<file path="config.mk">
export PLATFORM = sky130hd
export DESIGN_NAME = mult_8_accumulator
export DESIGN_NICKNAME = d
export VERILOG_FILES = /design/src/rtl/mult_8_accumulator.sv
export SDC_FILE = /design/constraint.sdc
export NUM_CORES = 1
export LEC_CHECK = 0
export BUFFER_PORTS_ARGS = -buffer_cell sky130_fd_sc_hd__buf_4
export CAP_MARGIN = 20
export CORE_MARGIN = 3
export CORE_UTILIZATION = 50
export CTS_CLUSTER_SIZE = 14
export DETAILED_ROUTE_END_ITERATION = 8
export GPL_TIMING_DRIVEN = 0
export PLACE_DENSITY = 0.83
export SETUP_SLACK_MARGIN = 0.02
export SYNTH_ARGS = -nofsm -noshare
export SYNTH_HDL_FRONTEND = slang
export SYNTH_SLANG_ARGS = --single-unit
</file>
<file path="constraint.sdc">
create_clock -name mult_8_acc_clk -period 2.15 [get_ports mult_8_acc_clk]
set_input_delay 0.43 -clock mult_8_acc_clk [delete_from_list [all_inputs] [get_ports mult_8_acc_clk]]
set_output_delay 0.43 -clock mult_8_acc_clk [all_outputs]
set_load 0.02 [all_outputs]
</file>
<file path="src/rtl/mult_8_accumulator.sv">
// Sums a group of 16-bit unsigned mult_8 products into an ACC_WIDTH result with beat count and overflow flag.
// Optional macro MULT_8_ACC_SATURATE_EN: clamp the sum at 2^ACC_WIDTH-1 instead of wrapping.
module mult_8_accumulator #(
    parameter int ACC_WIDTH = 24,
    parameter int CNT_WIDTH = 8
) (
    input  logic                 mult_8_acc_clk,
    input  logic                 mult_8_acc_reset,
    input  logic                 mult_8_acc_clear,
    input  logic [15:0]          mult_8_acc_in_data,
    input  logic                 mult_8_acc_in_valid,
    input  logic                 mult_8_acc_in_last,
    output logic                 mult_8_acc_in_ready,
    output logic [ACC_WIDTH-1:0] mult_8_acc_out_data,
    output logic [CNT_WIDTH-1:0] mult_8_acc_out_count,
    output logic                 mult_8_acc_out_ovf,
    output logic                 mult_8_acc_out_valid,
    input  logic                 mult_8_acc_out_ready,
    output logic [1:0]           mult_8_acc_state_dbg
);

    // Handshake: a beat transfers on a rising edge where in_valid && in_ready;
    // the result transfers on a rising edge where out_valid && out_ready.
    typedef enum logic [1:0] {IDLE = 2'd0, ACCUM = 2'd1, HOLD = 2'd2} state_t;

    state_t               state_q, state_d;
    logic [ACC_WIDTH-1:0] acc_q, acc_d;
    logic [CNT_WIDTH-1:0] cnt_q, cnt_d;
    logic                 ovf_q, ovf_d;
    logic                 ready_q, ready_d;

    logic                 accept;
    logic [ACC_WIDTH:0]   sum;
    logic                 carry;
    logic [CNT_WIDTH-1:0] cnt_inc;
    logic                 close;

    always_comb begin
        accept  = mult_8_acc_in_valid && ready_q && (state_q != HOLD);
        sum     = {1'b0, acc_q} + {{(ACC_WIDTH-15){1'b0}}, mult_8_acc_in_data};
        carry   = sum[ACC_WIDTH];
        cnt_inc = cnt_q + CNT_WIDTH'(1);
        // A beat that fills the counter closes the group even without in_last.
        close   = mult_8_acc_in_last || (cnt_inc == {CNT_WIDTH{1'b1}});

        state_d = state_q;
        acc_d   = acc_q;
        cnt_d   = cnt_q;
        ovf_d   = ovf_q;

        case (state_q)
            IDLE, ACCUM: begin
                if (accept) begin
`ifdef MULT_8_ACC_SATURATE_EN
                    acc_d = (carry || ovf_q) ? {ACC_WIDTH{1'b1}} : sum[ACC_WIDTH-1:0];
`else
                    acc_d = sum[ACC_WIDTH-1:0];
`endif
                    cnt_d   = cnt_inc;
                    ovf_d   = ovf_q | carry;
                    state_d = close ? HOLD : ACCUM;
                end
            end
            HOLD: begin
                if (mult_8_acc_out_ready) begin
                    state_d = IDLE;
                    acc_d   = '0;
                    cnt_d   = '0;
                    ovf_d   = 1'b0;
                end
            end
            default: begin
                state_d = IDLE;
                acc_d   = '0;
                cnt_d   = '0;
                ovf_d   = 1'b0;
            end
        endcase

        if (mult_8_acc_clear) begin
            state_d = IDLE;
            acc_d   = '0;
            cnt_d   = '0;
            ovf_d   = 1'b0;
        end

        // Registered so in_ready stays low through reset and rises on the first edge after it.
        ready_d = (state_d != HOLD);
    end

    always_ff @(posedge mult_8_acc_clk or posedge mult_8_acc_reset) begin
        if (mult_8_acc_reset) begin
            state_q <= IDLE;
            acc_q   <= '0;
            cnt_q   <= '0;
            ovf_q   <= 1'b0;
            ready_q <= 1'b0;
        end else begin
            state_q <= state_d;
            acc_q   <= acc_d;
            cnt_q   <= cnt_d;
            ovf_q   <= ovf_d;
            ready_q <= ready_d;
        end
    end

    always_comb begin
        mult_8_acc_out_valid = (state_q == HOLD);
        mult_8_acc_in_ready  = ready_q;
        mult_8_acc_out_data  = mult_8_acc_out_valid ? acc_q : '0;
        mult_8_acc_out_count = mult_8_acc_out_valid ? cnt_q : '0;
        mult_8_acc_out_ovf   = mult_8_acc_out_valid ? ovf_q : 1'b0;
        mult_8_acc_state_dbg = state_q;
    end

endmodule

</file>
**Word-level counts from Yosys, hierarchy flattened**

Cells that the tools add are included.
Widths: inputs -> output; s select.

- Flip-flop bits (word level): 36
- Bits of input ports: 22
- Output and inout port bits: 37
- Logic and storage cells: 41

- Add/subtract/negate cells: 2
- Equality and inequality tests: 7
- Muxes and demuxes: 20
- Bitwise operators: 1
- Reductions and logical operators: 6

Operators with widths:

| cell | count |
|---|---|
| $mux 24 | 4 |
| $pmux 24 s2 | 1 |
| $mux 8 | 4 |
| $add 24x16->25 | 1 |
| $pmux 8 s2 | 1 |
| $add 8x1->8 const B | 1 |
| $eq 8x8->1 const B | 1 |
| $mux 2 | 4 |
| $mux 1 | 4 |
| $ne 2x2->1 const B | 2 |
| $pmux 2 s2 | 1 |
| $ne 3x2->1 const B | 1 |
| $ne 3x3->1 const B | 1 |
| $eq 2x1->1 const B | 1 |
| $eq 2x2->1 const B | 1 |
| $logic_and 1x1->1 | 2 |
| $logic_not 2->1 | 1 |
| $pmux 1 s2 | 1 |
| $reduce_and 2->1 | 1 |
| $reduce_or 2->1 | 1 |
| $logic_or 1x1->1 | 1 |
| $or 1x1->1 | 1 |

**Longest topological paths before layout**

Gate-level depths: netlist (run 1).

- Word-level depth: 8
- Gate-level depth with buffers: 9
- Mapped depth without buffers: 9

**Worst setup path before layout (run 1)**

No wires, ideal clock.

- Path type: in2reg
- Start point: input mult_8_acc_in_data[0]
- End point: register ovf_q
- Library setup time: 0.121 ns
- Data arrival time: 2.228 ns
- Data required time: 2.029 ns
- Setup slack: -0.199 ns
- Cell stages on the path: 9
- Path buffers: 0
- Cell sequence: ha_1 fa_1 a21o_1 a31o_2 a21o_4 a31oi_4 and2_4 nor4_1 o22a_1

- Cells in the longest elaborated chain, start to end: 5

Ends and longest elaborated chain:

| what | line | source |
|---|---|---|
| from (decl) | 10 | `input logic [15:0] mult_8_acc_in_data,` |
| $add 24x16->25 | 40 | `sum = {1'b0, acc_q} + {{(ACC_WIDTH-15){1'b0}}, mult_8_acc_in_data};` |
| $or 1x1->1 | 60 | `ovf_d = ovf_q \| carry;` |
| $mux 1 | 53 | `if (accept) begin` |
| $pmux 1 s2 | 51 | `case (state_q)` |
| $mux 1 | 80 | `if (mult_8_acc_clear) begin` |
| to (signal assigned) | 102 | `ovf_q <= ovf_d;` |
| to (decl) | 29 | `logic ovf_q, ovf_d;` |

Every way passes these cells. The select of a mux whose other input is x is not followed.
A chain may end at the register's enable or synchronous reset.

**Worst setup path in the final report (run 1)**

- Start point: register acc_q[0]
- End point: register acc_q[20]

- Cells in the longest elaborated chain, start to end: 4

Ends and longest elaborated chain:

| what | line | source |
|---|---|---|
| from (decl) | 27 | `logic [ACC_WIDTH-1:0] acc_q, acc_d;` |
| from (signal assigned) | 94 | `acc_q <= '0;` |
| from (signal assigned) | 100 | `acc_q <= acc_d;` |
| $add 24x16->25 | 40 |  |
| $mux 24 | 53 |  |
| $pmux 24 s2 | 51 |  |
| $mux 24 | 80 |  |

Every way passes these cells. The select of a mux whose other input is x is not followed.

==> reports/results.txt, run 1 <==
area delta synth->final -> 38.0%
final setup margin -> -0.181 ns
RSZ-0062 raised after global routing -> yes
CTS root buffer -> clkbuf_8
placed wire-length estimate -> 4940 um
area leader, netlist -> dfrtp_1
Clock Latency Late Sink -> 0.30 ns
status -> complete, but fails checks
Slew Limit Fails -> 0
worst min path class -> in2async
CTS tree -> built
element type at the critical path end -> register
final std cells w/o fill -> 471
placed insts -> 446
clk slew on worst S/H paths -> 0.08 ns
failing checks -> negative setup slack
gr usage total -> 24.1%
Syn Inst Count -> 321
Num CTS Buffers -> 5
die width -> 79.0 um
drt via density -> 5.77
number of port buffers -> 58
Max FO, Critical Path -> 4
CTS Buffer Depth -> 2
most common cell in the synthesized netlist -> nand2_1
maximum VDD drop -> 0.462 mV
fin crit share -> 108%
Pleak -> 1.68 nW
ys async rst share -> 100%
Finished Cell Area -> 0.00368 sq mm
footprint of the multi-input gates -> 0.00191 sq mm
Ports -> 59
Synth cell types -> 50
first-pass GRT wire length -> 11900 um
Yosys reg bits -> 36
cell row count -> 25
Post-DRT Antenna Nets -> 0
Starting Density -> 53.9%
htree depth -> 2
Crit Path Class -> reg2reg
area post-placement -> 0.00320 sq mm
required time worst endpoint -> 2.37 ns
Final Setup Violations -> 9
RD Place Congestion -> 0.890
initial drt markers -> 300
sequential cell area -> 902 sq um
Pwr per Cell Area -> 745 mW/mm^2
Worst EP arrival -> 2.55 ns
EDFF count, synth -> 0
Worst Tran Pin Value -> 0.778 ns
Slew HR -> 48.1%
syn_nets -> 362
Worst setup SP type -> register
grt total ovfl -> 0
DR pass1 iterations -> 5
yosys synthesis warning count -> 0
minimum clock period -> 2.33 ns
Final Hold Vio Count -> 0
total wire length -> 7640 um
synth cell count leaders -> 45 x nand2_1, 36 x dfrtp_1, 36 x o21ai_0, 34 x and2_1, 23 x nor2_1
DRC viols -> 0
post-synth top area share -> 33.8%
nets -> 444
synth top area cells -> dfrtp_1 34%, ha_1 8.4%, and2_1 8.0%, o21ai_0 6.8%, nand2_1 6.3%
Post-Syn Area -> 0.00267 sq mm
fmax -> 429 MHz
die area -> 0.00624 sq mm
clk_skew -> 0.00580 ns
wire per inst -> 16.2 um
core outline area -> 0.00494 sq mm
Sink Count -> 36
ANT cells -> 0
Die Y -> 79.0 um
share of cells above drive strength 1 -> 32.7%
via count -> 2717
slack of the worst reg-to-reg path -> -0.18 ns
Seq/Total Area, Yosys -> 33.8%
Filler Cells Inserted -> 375
Mapped Avg Cell Area -> 8.31 sq um
reg2reg path depth -> 9
ys flop type -> dfrtp_1
initial antenna violation count -> 0
vias in the first global route -> 2501
Max-Cap Viols -> 0
pin count of the biggest net entering global routing -> 37
[worst paths after layout]
kind,startpoint,endpoint
setup / recovery,acc_q[0],acc_q[20]
hold / removal,mult_8_acc_reset,ovf_q
setup reg to reg,acc_q[0],acc_q[20]
hold reg to reg,acc_q[15],acc_q[15]
max in group asynchronous,mult_8_acc_reset,acc_q[1]
min in group mult_8_acc_clk,mult_8_acc_out_ready,mult_8_acc_in_ready
[kinds of logic (layout without fill, tap and decap cells)]
family	Yosys count	count (layout)	synth area share [%]
AO/OA/AOI/OAI	101	101	24.8
adder cells (fa/ha/maj)	19	19	9.20
flip-flops	36	36	33.8
buffers and inverters	19	102	2.96
AND/OR/NAND/NOR	131	131	24.4
XOR/XNOR	15	15	4.93
[state kept, by name, summed over array words and instances, names as in the netlist]
| signal | count |
|---|---|
| acc_q | 24 |
| cnt_q | 8 |
| mult_8_acc_state_dbg | 2 |
| mult_8_acc_in_ready | 1 |
| ovf_q | 1 |
[stage by stage]
stage / total power, mW / TNS (ns) / setup WS [ns] / utilization [%] / hold slack (ns)
finish: 2.74 / -1.15 / -0.181 / 74.4 / 0.280
global route: 2.90 / -2.02 / -0.255 / 74.4 / 0.353
CTS: 2.54 / -0.865 / -0.137 / 70.2 / 0.308
detailed placement: 1.77 / -4.04 / -0.345 / 64.8 / 0.489
global placement: 1.75 / -3.54 / -0.326 / 64.8 / 0.482
floorplan: 1.53 / -0.150 / -0.0509 / - / 0.458
[layer usage]
metal,up-vias,global-route usage (%),wire length [um],share of wire (%)
met3,17,4.08,459,6.0
met5,-,0,0,0
li1,1304,-,-,-
met2,106,40.7,3730,49
met1,1290,32.0,3260,43
met4,0,6.87,184,2.4
[what timing repair did]
item | in CTS | in global routing
pin swaps | 14 | 13
hold buffers | 0 | 0
setup endpoints to repair | 44 | 52
gates resized for setup | 20 | 32
setup buffers | 6 | 11
[cell usage in the layout, fill, tap and decap left out, types with 7 or more instances in the layout]
master / synthesis / routed
buf_4: 0 / 73
nand2_1: 45 / 44
dfrtp_1: 36 / 35
and2_1: 34 / 34
o21ai_0: 36 / 31
nor2_1: 23 / 23
a21oi_1: 21 / 18
nand3_1: 13 / 12
ha_1: 18 / 9
xor2_1: 8 / 8
ha_4: 0 / 8
o31ai_1: 9 / 7
clkbuf_8: 0 / 7
[area by class of cell]
type	instances	share of cell area (%)
clock buffers	7	2.62
plain buffers	12	1.67
flip-flops and latches	36	24.5
multi-input cells	266	51.9
inverters	7	0.714
repair buffers	75	15.5
well taps	67	2.28
clock inverters	1	0.816
[worst max-delay path, cell delays in order, from the launching register on]
cell and delay [ns]:
dfrtp_1 0.41, ha_4 0.17, fa_2 0.34, a21o_1 0.19, a31o_2 0.21, a21o_4 0.22, a31oi_4 0.21, and2_4 0.22
nand2_4 0.08, a31oi_2 0.20
[power breakdown]
group / internal, mW / switching [mW] / total, mW / leakage [nW]
Sequential: 0.757 / 0.0968 / 0.854 / 0.485
Clock: 0.409 / 0.263 / 0.672 / 0.0645
Combinational: 0.564 / 0.651 / 1.21 / 1.13
No activity file was read; power rests on OpenSTA's default activity.
==> run 2: changes to the inputs <==
--- a/config.mk
+++ b/config.mk
@@ -7,8 +7,10 @@
 export LEC_CHECK = 0
 export BUFFER_PORTS_ARGS = -buffer_cell sky130_fd_sc_hd__buf_4
 export CAP_MARGIN = 20
+export CELL_PAD_IN_SITES_DETAIL_PLACEMENT = 1
+export CELL_PAD_IN_SITES_GLOBAL_PLACEMENT = 2
 export CORE_MARGIN = 3
-export CORE_UTILIZATION = 50
+export CORE_UTILIZATION = 29
 export CTS_CLUSTER_SIZE = 14
 export DETAILED_ROUTE_END_ITERATION = 8
 export GPL_TIMING_DRIVEN = 0
==> run 2 against run 1 <==
Against the previous run: the flow still finishes with violations (negative setup slack); final cell count rose by 8.5%; worst setup slack improved by 0.050 ns; critical path type unchanged; register-to-register slack improved by 0.05 ns; largest cell class unchanged; fmax rose by 2.2%; highest routed layer unchanged; non-clock buffer count fell by 1; hold slack improved by 0.019 ns; wire length rose by 14%; power fell by 1.7%; clock power fell by 6.1%; global-route usage fell by 6.9 points; critical endpoint is now ovf_q; first-iteration DRC count fell by 75%.
==> reports/results.txt, run 2 (same netlist as run 1, synthesis figures left out) <==
maximum VDD drop -> 0.304 mV (was 0.462 mV)
fin crit share -> 106% (was 108%)
fmax -> 439 MHz (was 429 MHz)
met3 Use GR -> 2.32% (was 4.08%)
Clock Latency Late Sink -> 0.30 ns (about the same)
required time worst endpoint -> 2.34 ns (was 2.37 ns)
r2r endpoint -> ovf_q (was acc_q[20])
Finished Cell Area -> 0.00369 sq mm (was 0.00368 sq mm)
nets -> 443 (was 444)
total wire length -> 8730 um (was 7640 um)
Most Crowded Layer GR -> met2 (unchanged)
Critical Path End -> ovf_q (was acc_q[20])
reg2reg path depth -> 9 (unchanged)
failing checks -> negative setup slack (unchanged)
area delta synth->final -> 38.4% (was 38.0%)
max reg flops -> 24 (unchanged)
placed insts -> 487 (was 446)
clk_skew -> 0.0110 ns (was 0.00580 ns)
initial antenna violation count -> 0 (unchanged)
worst min path class -> in2async (unchanged)
drt via density -> 5.25 (was 5.77)
Post-DRT Antenna Nets -> 0 (unchanged)
Final Core Density -> 41.9% (was 74.4%)
RD Place Congestion -> 0.856 (was 0.890)
Worst EP arrival -> 2.47 ns (was 2.55 ns)
status -> complete, but fails checks (unchanged)
element type at the critical path end -> register (unchanged)
cell row count -> 34 (was 25)
area post-placement -> 0.00326 sq mm (was 0.00320 sq mm)
placed wire-length estimate -> 6110 um (was 4940 um)
minimum clock period -> 2.28 ns (was 2.33 ns)
Slew Limit Fails -> 0 (unchanged)
Max FO, Critical Path -> 4 (unchanged)
crit path cell chain -> ha_4 > fa_2 > a21o_1 > a31o_2 > a21o_4 > a31oi_4 > and2_4 > nor4_2 > o22a_1 (was ha_4 > fa_2 > a21o_1 > a31o_2 > a21o_4 > a31oi_4 > and2_4 > nand2_4 > a31oi_2)
die width -> 102 um (was 79.0 um)
Sink Count -> 36 (unchanged)
Starting Density -> 30.3% (was 53.9%)
Critical-path top delay cell -> dfrtp_1 (unchanged)
DRC viols -> 0 (unchanged)
Pwr per Cell Area -> 730 mW/mm^2 (was 745 mW/mm^2)
CP startpoint -> acc_q[0] (unchanged)
final setup margin -> -0.130 ns (was -0.181 ns)
CTS root buffer -> clkbuf_8 (unchanged)
final std cells w/o fill -> 511 (was 471)
RSZ-0062 raised after global routing -> yes (unchanged)
pin count of the biggest net entering global routing -> 37 (unchanged)
DR pass1 iterations -> 4 (was 5)
htree depth -> 2 (unchanged)
most frequent cells in the layout -> 71 x buf_4, 43 x nand2_1, 35 x dfrtp_1 (was 73 x buf_4, 44 x nand2_1, 35 x dfrtp_1)
CTS tree -> built (unchanged)
commonest non-fill, non-tap cell in the layout -> buf_4 (unchanged)
first-pass GRT wire length -> 14000 um (was 11900 um)
initial drt markers -> 75 (was 300)
Post-CTS Hold Buffers -> 0 (unchanged)
Worst setup SP type -> register (unchanged)
Ports -> 59 (unchanged)
slack of the worst reg-to-reg path -> -0.13 ns (was -0.18 ns)
Max-Cap Viols -> 0 (unchanged)
ANT cells -> 0 (unchanged)
Crit Path Class -> reg2reg (unchanged)
Worst Tran Pin Value -> 0.833 ns (was 0.778 ns)
number of port buffers -> 58 (unchanged)
clk slew on worst S/H paths -> 0.09 ns (was 0.08 ns)
Slew HR -> 44.4% (was 48.1%)
Num CTS Buffers -> 5 (unchanged)
share of cells above drive strength 1 -> 32.0% (was 32.7%)
Worst path max stage delay -> 0.42 ns (was 0.41 ns)
Pleak -> 1.65 nW (was 1.68 nW)
grt met1 use -> 22.0% (was 32.0%)
die area -> 0.0104 sq mm (was 0.00624 sq mm)
CTS Buffer Depth -> 2 (unchanged)
gr usage total -> 17.2% (was 24.1%)
core outline area -> 0.00881 sq mm (was 0.00494 sq mm)
Final Hold Vio Count -> 0 (unchanged)
grt total ovfl -> 0 (unchanged)
Die Y -> 102 um (was 79.0 um)
Worst R2R Start -> acc_q[0] (unchanged)
via count -> 2683 (was 2717)
Final Setup Violations -> 10 (was 9)
GR Util met2 -> 30.0% (was 40.7%)
vias in the first global route -> 2817 (was 2501)
Biggest register -> acc_q (unchanged)
wire per inst -> 17.1 um (was 16.2 um)
==> run 2: layer usage <==
layer | vias up | share of wire [%] | routed length [um]
met5 | - | 0 | 0
met1 | 1323 | 45 | 3950
met4 | 0 | 1.8 | 159
met3 | 12 | 2.6 | 225
li1 | 1304 | - | -
met2 | 44 | 50 | 4390
==> run 2: worst min path at each step <==
stage,from,endpoint,slack [ns],depth (start not counted)
2_1_floorplan,cnt_q[7],cnt_q[7],0.46,1
3_3_place_gp,acc_q[10],acc_q[10],0.48,2
3_5_place_dp,cnt_q[7],cnt_q[7],0.49,1
4_1_cts,mult_8_acc_reset,mult_8_acc_state_dbg[0],0.33,2
5_1_grt,mult_8_acc_reset,acc_q[23],0.37,2
6_report,mult_8_acc_reset,acc_q[9],0.30,2
==> run 2: where the power goes <==
group          internal [mW]  switching (mW)  leakage (nW)  total, mW
combinational          0.558           0.659          1.11       1.22
sequential             0.757          0.0907         0.485      0.848
clock                  0.345           0.286        0.0552      0.631
total                   1.66            1.04          1.65       2.70
==> run 2: what timing repair did <==
item                                    CTS  global route
setup buffers                            11             5
resized for setup                        23            32
pin swaps                                11            13
endpoints found under the setup margin   51            52
==> run 2: final cells by class <==
cell class / count / area [sq um]
sequential: 36 / 902
clock buffer: 6 / 72.6
multi-input combinational: 266 / 1890
tap: 108 / 135
clock inverter: 2 / 35.0
buffer: 12 / 66.3
fill: 1082 / 5120
inverter: 7 / 26.3
timing repair buffer: 74 / 567
==> run 2: metrics by stage <==
stage	TNS [ns]	hold WS, ns	setup WS (ns)	total power, mW
3_3_place_gp	-4.67	0.483	-0.363	1.79
5_1_grt	-2.08	0.367	-0.251	2.88
3_5_place_dp	-4.84	0.494	-0.379	1.82
2_1_floorplan	-0.150	0.458	-0.0509	1.53
6_report	-0.806	0.299	-0.130	2.70
4_1_cts	-0.988	0.334	-0.144	2.59
==> run 2: critical path: cells and delay by family (launching register included) <==
kind,cells,cell delay [ns]
AO/OA/AOI/OAI,5,1.00
adder cells (fa/ha/maj),2,0.51
flip-flops,1,0.42
AND/OR/NAND/NOR,2,0.25
